`config.mk`:
```
export PLATFORM = sky130hd
export DESIGN_NAME = mm_load_store_unit
export DESIGN_NICKNAME = d
export VERILOG_FILES = /design/src/rtl/mm_pkg.sv /design/src/rtl/mm_load_store_unit_load_align.sv /design/src/rtl/mm_load_store_unit.sv
export SDC_FILE = /design/constraint.sdc
export NUM_CORES = 1
export LEC_CHECK = 0
export CAP_MARGIN = 20
export CORE_UTILIZATION = 50
export DETAILED_ROUTE_END_ITERATION = 8
export MAX_ROUTING_LAYER = met4
export PLACE_DENSITY = 0.95
export SLEW_MARGIN = 20
export SYNTH_ARGS = -nofsm -noshare
export SYNTH_HDL_FRONTEND = slang
export SYNTH_SLANG_ARGS = --single-unit
```
`constraint.sdc`:
```
create_clock -name clk -period 4.59 [get_ports clk]
set_input_delay 1.1475 -clock clk [delete_from_list [all_inputs] [get_ports clk]]
set_output_delay 1.1475 -clock clk [all_outputs]
set_load 0.005 [all_outputs]
```
`src/rtl/mm_pkg.sv`:
```
// Shared types and constants for the memory-stage load/store unit.
// Latency: n/a (declarations only).
// Backpressure: n/a.
package mm_pkg;

    typedef enum logic [1:0] {
        IDLE = 2'd0,
        REQ  = 2'd1,
        RESP = 2'd2
    } lsu_state_t;

    localparam logic [2:0] F3_B  = 3'b000;
    localparam logic [2:0] F3_H  = 3'b001;
    localparam logic [2:0] F3_W  = 3'b010;
    localparam logic [2:0] F3_BU = 3'b100;
    localparam logic [2:0] F3_HU = 3'b101;

endpackage

```
`src/rtl/mm_load_store_unit_load_align.sv`:
```
// Load lane select plus sign/zero extension of a 32-bit read word.
// Latency: purely combinational.
// Backpressure: none; output follows inputs.
module load_align
    import mm_pkg::*;
(
    input  logic [31:0] rdata_in,
    input  logic [1:0]  offset_in,
    input  logic [2:0]  funct3_in,
    output logic [31:0] data_out
);

    logic [7:0]  byte_sel;
    logic [15:0] half_sel;

    // Pick the addressed byte/halfword lane, then extend per access type.
    always_comb begin
        byte_sel = rdata_in[7:0];
        case (offset_in)
            2'd1:    byte_sel = rdata_in[15:8];
            2'd2:    byte_sel = rdata_in[23:16];
            2'd3:    byte_sel = rdata_in[31:24];
            default: byte_sel = rdata_in[7:0];
        endcase
        half_sel = offset_in[1] ? rdata_in[31:16] : rdata_in[15:0];
        case (funct3_in)
            F3_B:    data_out = {{24{byte_sel[7]}}, byte_sel};
            F3_H:    data_out = {{16{half_sel[15]}}, half_sel};
            F3_BU:   data_out = {24'd0, byte_sel};
            F3_HU:   data_out = {16'd0, half_sel};
            default: data_out = rdata_in;
        endcase
    end

endmodule

```
`src/rtl/mm_load_store_unit.sv`:
```
// Memory-stage LSU: issues dmem requests from EX/MM fields, formats loads, registers MM/WB fields.
// Latency: non-memory ops 1 cycle; memory ops complete the cycle after resp_valid.
// Backpressure: stall_out holds upstream while a request is pending or unacknowledged.
module mm_load_store_unit
    import mm_pkg::*;
#(
    parameter int DATA_WIDTH = 32
) (
    input  logic                  clk,
    input  logic                  rst,
    input  logic                  reg_write_in,
    input  logic                  mem_read_in,
    input  logic                  mem_write_in,
    input  logic [DATA_WIDTH-1:0] alu_result_in,
    input  logic [DATA_WIDTH-1:0] write_data_in,
    input  logic [4:0]            rd_in,
    input  logic [2:0]            funct3_in,
    output logic                  stall_out,
    output logic                  dmem_req_valid_out,
    input  logic                  dmem_req_ready_in,
    output logic                  dmem_we_out,
    output logic [DATA_WIDTH-1:0] dmem_addr_out,
    output logic [DATA_WIDTH-1:0] dmem_wdata_out,
    output logic [3:0]            dmem_be_out,
    input  logic                  dmem_resp_valid_in,
    input  logic [DATA_WIDTH-1:0] dmem_rdata_in,
    output logic                  wb_reg_write_out,
    output logic [DATA_WIDTH-1:0] wb_data_out,
    output logic [4:0]            wb_rd_out,
    output logic                  misaligned_out
);

    lsu_state_t            state_q, state_d;
    logic                  req_we_q, req_we_d;
    logic [DATA_WIDTH-1:0] req_addr_q, req_addr_d;
    logic [DATA_WIDTH-1:0] req_wdata_q, req_wdata_d;
    logic [3:0]            req_be_q, req_be_d;
    logic [1:0]            req_off_q, req_off_d;
    logic [2:0]            req_funct3_q, req_funct3_d;
    logic [4:0]            req_rd_q, req_rd_d;
    logic                  req_reg_write_q, req_reg_write_d;
    logic                  wb_reg_write_q, wb_reg_write_d;
    logic [DATA_WIDTH-1:0] wb_data_q, wb_data_d;
    logic [4:0]            wb_rd_q, wb_rd_d;
    logic                  misaligned_q, misaligned_d;

    logic                  access, is_store, misaligned, aligned_access;
    logic [1:0]            offset;
    logic [3:0]            fmt_be;
    logic [DATA_WIDTH-1:0] fmt_wdata, fmt_addr, load_data;

    load_align u_load_align (
        .rdata_in  (dmem_rdata_in),
        .offset_in (req_off_q),
        .funct3_in (req_funct3_q),
        .data_out  (load_data)
    );

    // Decode the incoming access: alignment, byte enables and lane-replicated store data.
    always_comb begin
        access   = mem_read_in | mem_write_in;
        is_store = mem_write_in & ~mem_read_in;
        offset   = alu_result_in[1:0];
        fmt_addr = {alu_result_in[DATA_WIDTH-1:2], 2'b00};
        case (funct3_in[1:0])
            2'b01:   misaligned = offset[0];
            2'b10:   misaligned = |offset;
            default: misaligned = 1'b0;
        endcase
        aligned_access = access & ~misaligned;
        case (funct3_in[1:0])
            2'b00: begin
                fmt_be    = 4'b0001 << offset;
                fmt_wdata = {4{write_data_in[7:0]}};
            end
            2'b01: begin
                fmt_be    = 4'b0011 << offset;
                fmt_wdata = {2{write_data_in[15:0]}};
            end
            default: begin
                fmt_be    = 4'b1111;
                fmt_wdata = write_data_in;
            end
        endcase
        if (!is_store) begin
            fmt_be = 4'b1111;
        end
    end

    // Next-state, request latch and writeback field computation.
    always_comb begin
        state_d         = state_q;
        req_we_d        = req_we_q;
        req_addr_d      = req_addr_q;
        req_wdata_d     = req_wdata_q;
        req_be_d        = req_be_q;
        req_off_d       = req_off_q;
        req_funct3_d    = req_funct3_q;
        req_rd_d        = req_rd_q;
        req_reg_write_d = req_reg_write_q;
        // Stalled cycles present a bubble to MM/WB.
        wb_reg_write_d  = 1'b0;
        wb_data_d       = wb_data_q;
        wb_rd_d         = wb_rd_q;
        misaligned_d    = 1'b0;
        case (state_q)
            IDLE: begin
                if (aligned_access) begin
                    req_we_d        = is_store;
                    req_addr_d      = fmt_addr;
                    req_wdata_d     = fmt_wdata;
                    req_be_d        = fmt_be;
                    req_off_d       = offset;
                    req_funct3_d    = funct3_in;
                    req_rd_d        = rd_in;
                    req_reg_write_d = reg_write_in;
                    state_d         = dmem_req_ready_in ? RESP : REQ;
                end else begin
                    // Misaligned accesses retire immediately without touching memory.
                    misaligned_d   = access;
                    wb_reg_write_d = reg_write_in & ~access;
                    wb_data_d      = alu_result_in;
                    wb_rd_d        = rd_in;
                end
            end
            REQ: begin
                if (dmem_req_ready_in) begin
                    state_d = RESP;
                end
            end
            RESP: begin
                if (dmem_resp_valid_in) begin
                    state_d        = IDLE;
                    wb_reg_write_d = req_reg_write_q & ~req_we_q;
                    wb_data_d      = load_data;
                    wb_rd_d        = req_rd_q;
                end
            end
            default: state_d = IDLE;
        endcase
    end

    // Memory request and stall outputs: IDLE forwards the live decode, REQ replays the latch.
    always_comb begin
        if (state_q == IDLE) begin
            dmem_we_out    = is_store;
            dmem_addr_out  = fmt_addr;
            dmem_wdata_out = fmt_wdata;
            dmem_be_out    = fmt_be;
        end else begin
            dmem_we_out    = req_we_q;
            dmem_addr_out  = req_addr_q;
            dmem_wdata_out = req_wdata_q;
            dmem_be_out    = req_be_q;
        end
        dmem_req_valid_out = ~rst & (((state_q == IDLE) & aligned_access) | (state_q == REQ));
        stall_out          = ~rst & (((state_q == IDLE) & aligned_access) | (state_q == REQ) |
                                     ((state_q == RESP) & ~dmem_resp_valid_in));
    end

    // State registers; reset abandons any in-flight access.
    always_ff @(posedge clk) begin
        if (rst) begin
            state_q         <= IDLE;
            req_we_q        <= 1'b0;
            req_addr_q      <= '0;
            req_wdata_q     <= '0;
            req_be_q        <= '0;
            req_off_q       <= '0;
            req_funct3_q    <= '0;
            req_rd_q        <= '0;
            req_reg_write_q <= 1'b0;
            wb_reg_write_q  <= 1'b0;
            wb_data_q       <= '0;
            wb_rd_q         <= '0;
            misaligned_q    <= 1'b0;
        end else begin
            state_q         <= state_d;
            req_we_q        <= req_we_d;
            req_addr_q      <= req_addr_d;
            req_wdata_q     <= req_wdata_d;
            req_be_q        <= req_be_d;
            req_off_q       <= req_off_d;
            req_funct3_q    <= req_funct3_d;
            req_rd_q        <= req_rd_d;
            req_reg_write_q <= req_reg_write_d;
            wb_reg_write_q  <= wb_reg_write_d;
            wb_data_q       <= wb_data_d;
            wb_rd_q         <= wb_rd_d;
            misaligned_q    <= misaligned_d;
        end
    end

    assign wb_reg_write_out = wb_reg_write_q;
    assign wb_data_out      = wb_data_q;
    assign wb_rd_out        = wb_rd_q;
    assign misaligned_out   = misaligned_q;

endmodule

```
=== Yosys cells after proc, flatten, opt, wreduce, memory -nomap -nowiden ===
Index checks and enable logic that the tools add are counted.

* Register bits after elaboration: 119
* Output and inout port bits: 110
* Logic and storage cells: 81

* Equal/unequal tests: 14
* Shifts and indexed selects: 2
* Multiplexer cells: 25
* Bitwise logic cells: 18
* Reductions and logical operators: 9

{| class="wikitable"
|+ Operator list
! cell !! count
|-
| $mux 32 || 4
|-
| $pmux 32 s2 || 2
|-
| $pmux 32 s4 || 1
|-
| $pmux 8 s3 || 1
|-
| $mux 16 || 1
|-
| $mux 5 || 2
|-
| $pmux 5 s2 || 1
|-
| $and 1x1->1 || 8
|-
| $eq 2x2->1 const B || 4
|-
| $mux 2 || 4
|-
| $mux 4 || 2
|-
| $ne 2x2->1 const B || 4
|-
| $pmux 4 s2 || 1
|-
| $not 1->1 || 7
|-
| $eq 2x1->1 const B || 3
|-
| $eq 3x3->1 const B || 2
|-
| $pmux 2 s3 || 1
|-
| $reduce_and 3->1 || 2
|-
| $logic_not 2->1 || 2
|-
| $pmux 1 s2 || 2
|-
| $shl 1x2->4 const A || 1
|-
| $shl 2x2->4 const A || 1
|-
| $eq 3x1->1 const B || 1
|-
| $logic_not 3->1 || 1
|-
| 6 further kinds || 10
|}

=== Depth between registers and ports, before layout ===
* Depth in word-level cells: 8
* Gate-level depth with buffers: 9
* Depth with buffers taken out: 6

=== Modules after synthesis ===
From an unflattened synthesis, not the netlist that was laid out.

* Cells, all modules: 912
* Area total of the unflattened synthesis: 6,314.8 um^2

{| class="wikitable"
|+ By module, submodules not included
! module !! times used !! cells each !! area each (um^2) !! seq. area each (um^2)
|-
| mm_load_store_unit || 1 || 802 || 5,665.4 || 2,382.3
|-
| load_align || 1 || 110 || 649.4 || 0.0
|}

=== Worst setup path after synthesis ===
No wires, ideal clock.

* Kind: input to output
* From: input funct3_in[0]
* To: output dmem_wdata_out[22]
* Arrival time: 2.616 ns
* Slack: 0.826 ns
* Stages on the path: 7
* Buffers on the path: 2
* Path through: inv_1 -> ha_1 -> clkbuf_1 -> nor2_1 -> buf_2 -> mux2i_1 -> o21ai_0

* Cells in the longest elaborated chain, start to end: 3
* Elaborated cells between the ends (all ways): 4
* Classes of those cells: eq/ne: 1; mux: 2; reduce/logical: 1

{| class="wikitable"
|+ Ends and longest elaborated chain
! what !! RTL line !! source
|-
| from (decl) || mm_load_store_unit.sv:17 || <nowiki>input logic [2:0] funct3_in,</nowiki>
|-
| $eq 2x1->1 or $logic_not 2->1 (tied branches) || mm_load_store_unit.sv:71 || <nowiki>case (funct3_in[1:0])</nowiki>
|-
| $pmux 32 s2 (*) || mm_load_store_unit.sv:71 ||
|-
| $mux 32 (*) || mm_load_store_unit.sv:145 || <nowiki>if (state_q == IDLE) begin</nowiki>
|-
| to (decl) || mm_load_store_unit.sv:23 || <nowiki>output logic [DATA_WIDTH-1:0] dmem_wdata_out,</nowiki>
|}

Mark *: on every way between the ends. The rest lies on a longest branch, timed or not.

=== Final worst setup path ===
* From: input funct3_in[1]
* To: output dmem_wdata_out[9]

Same word-level chain as after synthesis.

==> Flow_metrics.wiki <==
{| class="wikitable"
! Metric !! Value
|-
| Flop2flop setup slack || 1.92 ns
|-
| Number of optimization iterations in the first detailed-route pass || 7
|-
| Flip-flop and latch count after synthesis || 119
|-
| Setup Buffers After CTS || 0
|-
| Period utilization || 98.17%
|-
| Peak per-stage delay on the critical path || 0.50 ns
|-
| Vias per cell || 5.858
|-
| Nature of the critical path endpoint || output pin
|-
| # IOs || 221
|-
| Global placement routability congestion || 0.9225
|-
| Critical path startpoint category || input pin
|-
| Dominant delay contributor by cell family on the critical path || buffers and inverters
|-
| Initial standard-cell utilization of the core || 51.39%
|-
| Clock transition at the registers of the reported paths || 0.05 ns
|-
| Fraction of registers with async set/reset || 0%
|-
| Combined global-route utilization of all metal layers || 33.46%
|-
| Count of max-cap constraint violations || 0
|-
| Slew at the pin with the worst max-slew slack || 0.9814 ns
|-
| Leakage power of the design || 3.547 nW
|-
| Placed inst area || 8723 sq um
|-
| Mux contribution to synthesized area || 3.843%
|-
| Library cell occupying the most area in the post-synthesis netlist || sky130_fd_sc_hd__dfxtp_1
|-
| Final critical path time including I/O delays and setup || 4.506 ns
|-
| Combinational family with the most area after synthesis || simple AND/OR/NAND/NOR gates
|-
| Setup slack after placement || 0.09656 ns
|-
| Relative area change from synthesis to final layout || 42.26%
|-
| Highest clock frequency the design can meet || 0.2219 GHz
|-
| Post-synthesis compound-gate area fraction || 25.13%
|-
| First-pass GRT wire length || 33,330 um
|-
| FILL cells || 957
|-
| Bufs and invs on worst path || 4
|-
| Buffer depth of the longest clock path || 2
|-
| Result of the run || finished clean
|-
| Total CTS buffers || 17
|-
| Endpoints failing setup || 0
|-
| Most numerous cell on the critical path || sky130_fd_sc_hd__clkdlybuf4s50_1
|-
| List of most frequent post-synthesis cells || sky130_fd_sc_hd__nand2_1, sky130_fd_sc_hd__dfxtp_1, sky130_fd_sc_hd__a21oi_1
|-
| Final slew viol count || 0
|-
| List of cells traversed by the critical path || clkdlybuf4s50_1 -> inv_1 -> ha_1 -> buf_4 -> nand2b_2 -> a22oi_1 -> o21ai_0 -> clkdlybuf4s50_1
|-
| Height of the chip || 116.1 um
|-
| Die area || 13,480 sq um
|-
| Number of levels in the clock H-tree || 4
|-
| Final instance area || 9263 sq um
|-
| Count of placed standard cells including taps || 1,233
|-
| Die X || 116.1 um
|-
| Net total in the final layout || 1,194
|-
| Clock sink total || 119
|-
| Count of mapped cells out of synthesis || 918
|-
| Residual overflow from global routing || 0
|-
| Remaining design rule violation count || 0
|-
| Worst clock skew || 0.004443 ns
|-
| Synth Area per Inst || 7.093 sq um
|-
| Number of I/O port buffers || 218
|-
| Count of antenna diodes in the layout || 0
|-
| Setup Total Neg Slack || 0 ns
|-
| Unique masters post-synth || 49
|-
| HPWL after DPL || 15,270 um
|-
| Pin count of the biggest net entering global routing || 88
|-
| Post-synth top flop || sky130_fd_sc_hd__dfxtp_1
|-
| Final instance count without filler cells || 1,263
|-
| Root buf cell || sky130_fd_sc_hd__clkbuf_16
|-
| Antenna violations before repair || 0
|-
| Biggest area contributors in the synthesized netlist || sky130_fd_sc_hd__dfxtp_1, sky130_fd_sc_hd__nand2_1, sky130_fd_sc_hd__a21oi_1, sky130_fd_sc_hd__o2111ai_1, sky130_fd_sc_hd__o21ai_0
|-
| Count of flip-flops with a built-in enable after synthesis || 0
|-
| Synth Warn # || 0
|-
| Via count of the routed design || 7,399
|-
| Xor/xnor share of the synthesized area || 0%
|-
| Arrival time at the worst endpoint || 3.36 ns
|-
| Std-Cell Core Area || 12,670 sq um
|-
| Setup slack of the critical path after layout || 0.08388 ns
|-
| Vias in the first global route || 6,823
|-
| Tightest hold margin || 0.4526 ns
|-
| Cell with the biggest individual delay on the critical path || sky130_fd_sc_hd__clkdlybuf4s50_1
|-
| Area share of the leading cell type in the synthesized netlist || 36.59%
|-
| Antenna-violating nets left || 0
|-
| Later-pin clock latency in the skew report || 0.42 ns
|-
| RSZ-0062 raised after global routing || no
|-
| CTS tree || built
|-
| Number of cell rows || 41
|-
| Final hold vios || 0
|-
| Average wire length per cell after detail routing || 17.57 um
|-
| Sequential area share after synthesis || 36.59%
|-
| Fraction of final layout cells with drive strength greater than 1 || 4.858%
|-
| Post-Synth Adder-Cell Area || 0.5765%
|-
| DRC violation total after the first TritonRoute iteration || 567
|-
| Final cell utilization of the core || 73.10%
|-
| Type of the setup path with the least slack || in -> out
|-
| Worst supply voltage drop on vdd || 0.2390 mV
|-
| Mapped cell area || 6511 sq um
|-
| Power density relative to cell area || 376.8 nW/um^2
|-
| Post-synthesis share of cell area spent on and, or, nand and nor gates || 27.36%
|-
| Required time reported for the critical path endpoint || 3.44 ns
|-
| Relative slew slack || 34.44%
|-
| CP Max Fanout || 11
|-
| Final total power || 3.491 mW
|-
| Worst hold path class || reg -> reg
|-
| Post-Route WL || 22,190 um
|-
| Most repeated cell in the gate-level netlist after synthesis || sky130_fd_sc_hd__nand2_1
|}
-- final timing paths --
path,start,to,cells after the start
max,funct3_in[1],dmem_wdata_out[9],8
min,req_addr_q[23],req_addr_q[23],2
max reg2reg,state_q[0],req_wdata_q[9],6
min reg2reg,req_addr_q[23],req_addr_q[23],2
-- kinds of logic after synthesis --
family,Yosys count
DFF,119
AOI/OAI and AO/OA,251
adders and majority gates,3
other,1
muxes,25
and+or+nand+nor,420
buffers and inverters,99
-- worst reg2reg max path: cells and delay by family, from the launching register on --
| kind | cells | cell delay [ns] |
|---|---|---|
| compound gates | 1 | 0.29 |
| buf+inv | 2 | 0.65 |
| flops | 1 | 0.50 |
| simple gates | 3 | 1.12 |
-- where the power goes --
part	switching (mW)	internal [mW]	leakage (nW)
clock network	0.460	0.778	0.264
registers	0.0763	1.15	0.983
logic	0.524	0.497	2.30
-- flip-flops by register name, indices dropped and copies added, names as in the netlist, 2 cells and up --
register,flops
req_addr_q,30
wb_rd_out,5
req_be_q,4
wb_data_out,32
req_wdata_q,32
req_rd_q,5
req_funct3_q,3
state_q,2
req_off_q,2
-- what timing repair did --
action	CTS	global route
hold buffers	0	0
setup endpoints to repair	0	7
resized for setup	0	2
-- layout by cell type (no fill, tap or decap), types with 3 or more instances in the layout --
master,instances
sky130_fd_sc_hd__nor2_1,45
sky130_fd_sc_hd__mux2i_1,25
sky130_fd_sc_hd__o31ai_1,24
sky130_fd_sc_hd__nand3_1,26
sky130_fd_sc_hd__a22o_1,8
sky130_fd_sc_hd__a311oi_1,6
sky130_fd_sc_hd__dfxtp_1,118
sky130_fd_sc_hd__buf_12,4
sky130_fd_sc_hd__clkbuf_8,3
sky130_fd_sc_hd__nand2b_1,5
sky130_fd_sc_hd__nor3b_1,8
sky130_fd_sc_hd__o21ai_0,53
sky130_fd_sc_hd__nand3b_1,9
sky130_fd_sc_hd__o221ai_1,7
sky130_fd_sc_hd__a211oi_1,28
sky130_fd_sc_hd__clkinv_2,3
sky130_fd_sc_hd__clkdlybuf4s50_1,217
sky130_fd_sc_hd__clkbuf_16,17
sky130_fd_sc_hd__nand2_1,299
sky130_fd_sc_hd__buf_4,13
sky130_fd_sc_hd__a21oi_1,74
sky130_fd_sc_hd__o2111ai_1,32
sky130_fd_sc_hd__or2_2,3
sky130_fd_sc_hd__a22oi_1,8
sky130_fd_sc_hd__nor2b_1,9
sky130_fd_sc_hd__clkbuf_1,6
sky130_fd_sc_hd__inv_1,5
sky130_fd_sc_hd__ha_1,3
-- metal layers --
metal	track usage [%]	up-vias	share of wire, %
met5	-	-	0
met3	7.577	81	8.5
met1	35.99	3395	38
met2	57.42	406	50
li1	-	3517	-
met4	17.86	0	3.8
-- layout make-up --
type / instances / area (sq um) / share of cell area [%]
multi-input cells: 701 / 3752 / 40.51
flip-flops and latches: 119 / 2384 / 25.73
clock buffers: 26 / 489.2 / 5.282
well taps: 172 / 215.2 / 2.323
clock inverters: 4 / 45.04 / 0.4863
inverters: 6 / 22.52 / 0.2431
repair buffers: 235 / 2355 / 25.42
Note: power is estimated with default switching activity, not from simulation.
==> edit 1, RTL diff (same flow settings) <==
Re-encode `lsu_state_t` (3 states) as one-hot, 3 bits wide.
--- a/src/rtl/mm_pkg.sv
+++ b/src/rtl/mm_pkg.sv
@@ -3,10 +3,10 @@
 // Backpressure: n/a.
 package mm_pkg;
 
-    typedef enum logic [1:0] {
-        IDLE = 2'd0,
-        REQ  = 2'd1,
-        RESP = 2'd2
+    typedef enum logic [2:0] {
+        IDLE = 3'b001,
+        REQ  = 3'b010,
+        RESP = 3'b100
     } lsu_state_t;
 
     localparam logic [2:0] F3_B  = 3'b000;
Behaviour: same outputs for any inputs over 4 cycles, from zero or initial values and one cycle with rst high; so few cycles prove little.
==> edit 1 against the unedited design <==
Synthesized cell count down 4.6%. Largest cell class unchanged. Cell area rose by 0.76%. Routed wire length rose by 3.6%. Power rose by 19%. Critical path type unchanged. Clock skew rose by 0.0024 ns. Sequential cell count grew 1. Non-clock buffer count rose by 4. Critical endpoint is now dmem_wdata_out[17]. Synthesized area decreased by 1.7%. Setup slack improved by 0.019 ns.
==> edit 1: results (changes against the unedited design) <==
stage,metric,value,unit,change
synth,synth_xor_area_share,0.137,%,+0.14 points
final_layout,clock_buffers,20,,-23%
floorplanning,rows,40,,-2.4%
final_layout,regArea,2400,µm²,+0.79%
power_and_ir_drop,peakVddDrop,0.438,mV,+83%
route,wl_per_cell,18.6,µm,+6.1%
final_layout,nFlopsAndLatches,120,,+0.84%
placed_design,placed_cell_area,8630,µm²,-1.1%
final_layout,sh_seq_area,25.7,%,about the same
synth,ys_seq_area_share,37.5,%,+0.95 points
route,viasPerCell,6.02,,+2.7%
placed_design,gp_congestion,0.849,,-8.0%
route,drt_iter0_drc,1221,,+120%
placed_design,dp_hpwl,14900,µm,-2.7%
timing,max_slew.worst_pin.slew,1.13,ns,+0.150 ns
worst_setup_path,arrival,3.34,ns,-0.02 ns
global_route,grt_pass1_vias,7100,,+4.1%
final_layout,clockNetworkAreaShare,7.25,%,+1.5 points
synth,synthCells,876,,-4.6%
final_layout,fillers,832,,-13%
synth,synthAdderAreaFrac,0.587,%,+0.010 points
final_layout,multi_input_area_share,39.4,%,-1.1 points
final_layout,drive_gt1_share,7.98,%,+3.1 points
synth,synthMuxAreaShare,2.17,%,-1.7 points
final_layout,layout.non_clock_buffers,239,,+1.7%
outcome,status,completed,,
final_layout,bufAreaShareNonClock,25.2,%,-0.24 points
route,routed_wl,23000,µm,+3.6%
global_route,grt_pass1_wl,35900,µm,+7.7%
synth,synthTopCellsByCount,"nand2_1 (268), dfxtp_1 (120), a21oi_1 (86)",,
final_layout,nMultiInputCombCells,669,,-4.6%
global_route,grt_max_degree,106,,+20%
hold_path,hp-start,req_addr_q[7],,
worst_setup_path,regToRegStartpoint,state_q[0],,
synth,netlist_top_cells_area,"dfxtp_1 (38%), nand2_1 (16%), a21oi_1 (6.7%)",,
synth,synth-compound-area-share,27.5,%,+2.4 points
timing,fin_skew,0.00683,ns,+0.00239 ns
edit 1: changes by cell type after synthesis, moves of 10 or more:
cell and delta:
nand3_1 -24, clkbuf_1 -11, a22o_1 +23, a21oi_1 +12, o2111ai_1 -31, nand2_1 -31, mux2i_1 -17, o31ai_1 -24
o22ai_2 +10, o21ai_0 -14, nor2_1 +18
edit 1: final timing paths:
kind                                      endpoint  slack, ns  cells past startpoint
worst max-delay path            dmem_wdata_out[17]       0.10                      8
worst min-delay path                 req_addr_q[7]       0.45                      2
worst max register to register     req_wdata_q[24]       1.87                      6
worst min register to register       req_addr_q[7]       0.45                      2
edit 1: per-layer routing:
metal	share of wire [%]	wire, µm	GRT usage (%)
met5	0	0	-
met3	11	2640	10.1
met2	48	11000	60.0
met1	37	8570	40.5
met4	3.4	777	15.6
edit 1: report_power, final:
part	switching (mW)	internal [mW]
registers	0.102	1.18
clock network	0.500	1.05
logic	0.679	0.655
==> edit 2, RTL diff (same settings) <==
Without the edit above. Take the reset off `req_addr_q`, `req_wdata_q` and `wb_data_q` and load them in a clocked block of their own.
--- a/src/rtl/mm_load_store_unit.sv
+++ b/src/rtl/mm_load_store_unit.sv
@@ -163,32 +163,32 @@
         if (rst) begin
             state_q         <= IDLE;
             req_we_q        <= 1'b0;
-            req_addr_q      <= '0;
-            req_wdata_q     <= '0;
             req_be_q        <= '0;
             req_off_q       <= '0;
             req_funct3_q    <= '0;
             req_rd_q        <= '0;
             req_reg_write_q <= 1'b0;
             wb_reg_write_q  <= 1'b0;
-            wb_data_q       <= '0;
             wb_rd_q         <= '0;
             misaligned_q    <= 1'b0;
         end else begin
             state_q         <= state_d;
             req_we_q        <= req_we_d;
-            req_addr_q      <= req_addr_d;
-            req_wdata_q     <= req_wdata_d;
             req_be_q        <= req_be_d;
             req_off_q       <= req_off_d;
             req_funct3_q    <= req_funct3_d;
             req_rd_q        <= req_rd_d;
             req_reg_write_q <= req_reg_write_d;
             wb_reg_write_q  <= wb_reg_write_d;
-            wb_data_q       <= wb_data_d;
             wb_rd_q         <= wb_rd_d;
             misaligned_q    <= misaligned_d;
         end
+    end
+
+    always_ff @(posedge clk) begin
+        req_addr_q  <= req_addr_d;
+        req_wdata_q <= req_wdata_d;
+        wb_data_q   <= wb_data_d;
     end
 
     assign wb_reg_write_out = wb_reg_write_q;
Check against the original RTL: not equivalent (a bounded check fails within 4 cycles, from zero or initial values and one cycle with rst high).
==> edit 2 against the unedited design <==
Setup slack got worse by 0.0062 ns. Power is 6.5% higher. Cell area is 1.2% lower. Synthesized area decreased by 6.0%. Critical path type unchanged. Sequential cell count did not move. Largest cell class is now flip-flops and latches. Routed wire length shrank 15%. Combinational power decreased by 9%. Largest power group unchanged. Highest routed layer unchanged. Sequential share of layout area up 11 points. Clock power increased by 13%. Sequential power rose by 13%.
==> edit 2: results (changes against the unedited design) <==
stage,metric,value,unit,change
final_layout,drive_gt1_share,10.2,%,+5.4 points
synth,synthAdderAreaFrac,0.613,%,+0.037 points
synth,avgSynthCellArea,9.62,µm²,+36%
timing,fin_ws,0.0776,ns,-0.00625 ns
power_and_ir_drop,peakVddDrop,0.196,mV,-18%
hold_path,hp-start,wb_rd_out[0],,
synth,synth-compound-area-share,13.4,%,-12 points
worst_setup_path,r2r_setup_slack,1.81,ns,-0.11 ns
global_route,grt_use_total,31.2,%,-2.3 points
route,viasPerCell,5.67,,-3.2%
hold_path,min_to,wb_rd_out[0],,
timing,slew-limit-headroom,44.3,%,+9.9 points
placed_design,gp_congestion,0.883,,-4.2%
route,num_vias,5704,,-23%
power_and_ir_drop,switching_power,0.950,mW,-10%
placed_design,placed_cell_area,8500,µm²,-2.6%
placed_design,dp_hpwl,12900,µm,-16%
worst_setup_path,r2r-end,wb_data_out[15],,
route,drt_iter0_drc,560,,-1.2%
worst_setup_path,max_stage_delay,0.53,ns,+0.03 ns
synth,synthTopCellsByCount,"nand2_1 (207), edfxtp_1 (94), clkbuf_1 (38), o21ai_0 (38), nor2_1 (27)",,
synth,synth_edf_count,94,,+94
final_layout,nets,960,,-20%
cts,clock_latency,0.41,ns,
final_layout,fillers,748,,-22%
worst_setup_path,regToRegStartpoint,req_off_q[1],,
synth,synth_xor_area_share,0,%,unchanged
outcome,status,completed,,
synth,synthMuxAreaShare,6.56,%,+2.7 points
timing,fin_skew,0.0116,ns,+0.00711 ns
synth,synth_cell_type_count,43,,-12%
global_route,grt_pass1_wl,29400,µm,-12%
power_and_ir_drop,pwr-share-seq,37.4,%,+2.1 points
synth,yosys_warnings,0,,unchanged
power_and_ir_drop,seq_power,1.39,mW,+13%
synth,netlist_top_cells_area,"edfxtp_1 (46%), nand2_1 (13%), dfxtp_1 (8.2%)",,
global_route,grt_pass1_vias,5548,,-19%
route,routed_wl,18900,µm,-15%
placed_design,dpl.cell_count,973,,-21%
power_and_ir_drop,powerClk,1.40,mW,+13%
synth,ys_seq_area_share,54.3,%,+18 points
timing,whs,0.477,ns,+0.0240 ns
placed_design,dpl_worst_slack,0.0804,ns,-0.0162 ns
power_and_ir_drop,leakage,3.66,nW,+3.1%
global_route,grt_max_degree,62,,-30%
worst_setup_path,cp_max_fo,4,,-7
worst_setup_path,reg2reg_depth,4,,-2
worst_setup_path,crit_end,stall_out,,
-- edit 2: cell types whose count changed after synthesis, sizes merged, moves of 24 or more --
cell	before	now
a21oi	74	25
o31ai	24	0
dfxtp	119	25
o2111ai	32	0
nand2	299	207
clkbuf	65	39
edfxtp	0	94
-- edit 2: area by class of cell --
class | instances | area (µm²) | share of cell area [%]
tap | 147 | 184 | 2.01
inverter | 10 | 37.5 | 0.410
clock inverter | 9 | 146 | 1.60
timing repair buffer | 237 | 2390 | 26.1
sequential | 119 | 3320 | 36.3
multi-input combinational | 461 | 2590 | 28.3
clock buffer | 23 | 478 | 5.22
-- edit 2: worst max-delay path, delay by kind of cell --
kind / cells / cell delay (ns)
buf+inv: 3 / 1.09
compound gates: 2 / 0.51
simple gates: 2 / 0.39
fa+ha+maj: 1 / 0.22
-- edit 2: per-layer routing --
metal / GRT usage [%] / share of wire [%]
met1: 38.1 / 41
met2: 51.0 / 50
met3: 6.32 / 6.6
met4: 11.9 / 2.8
met5: - / 0
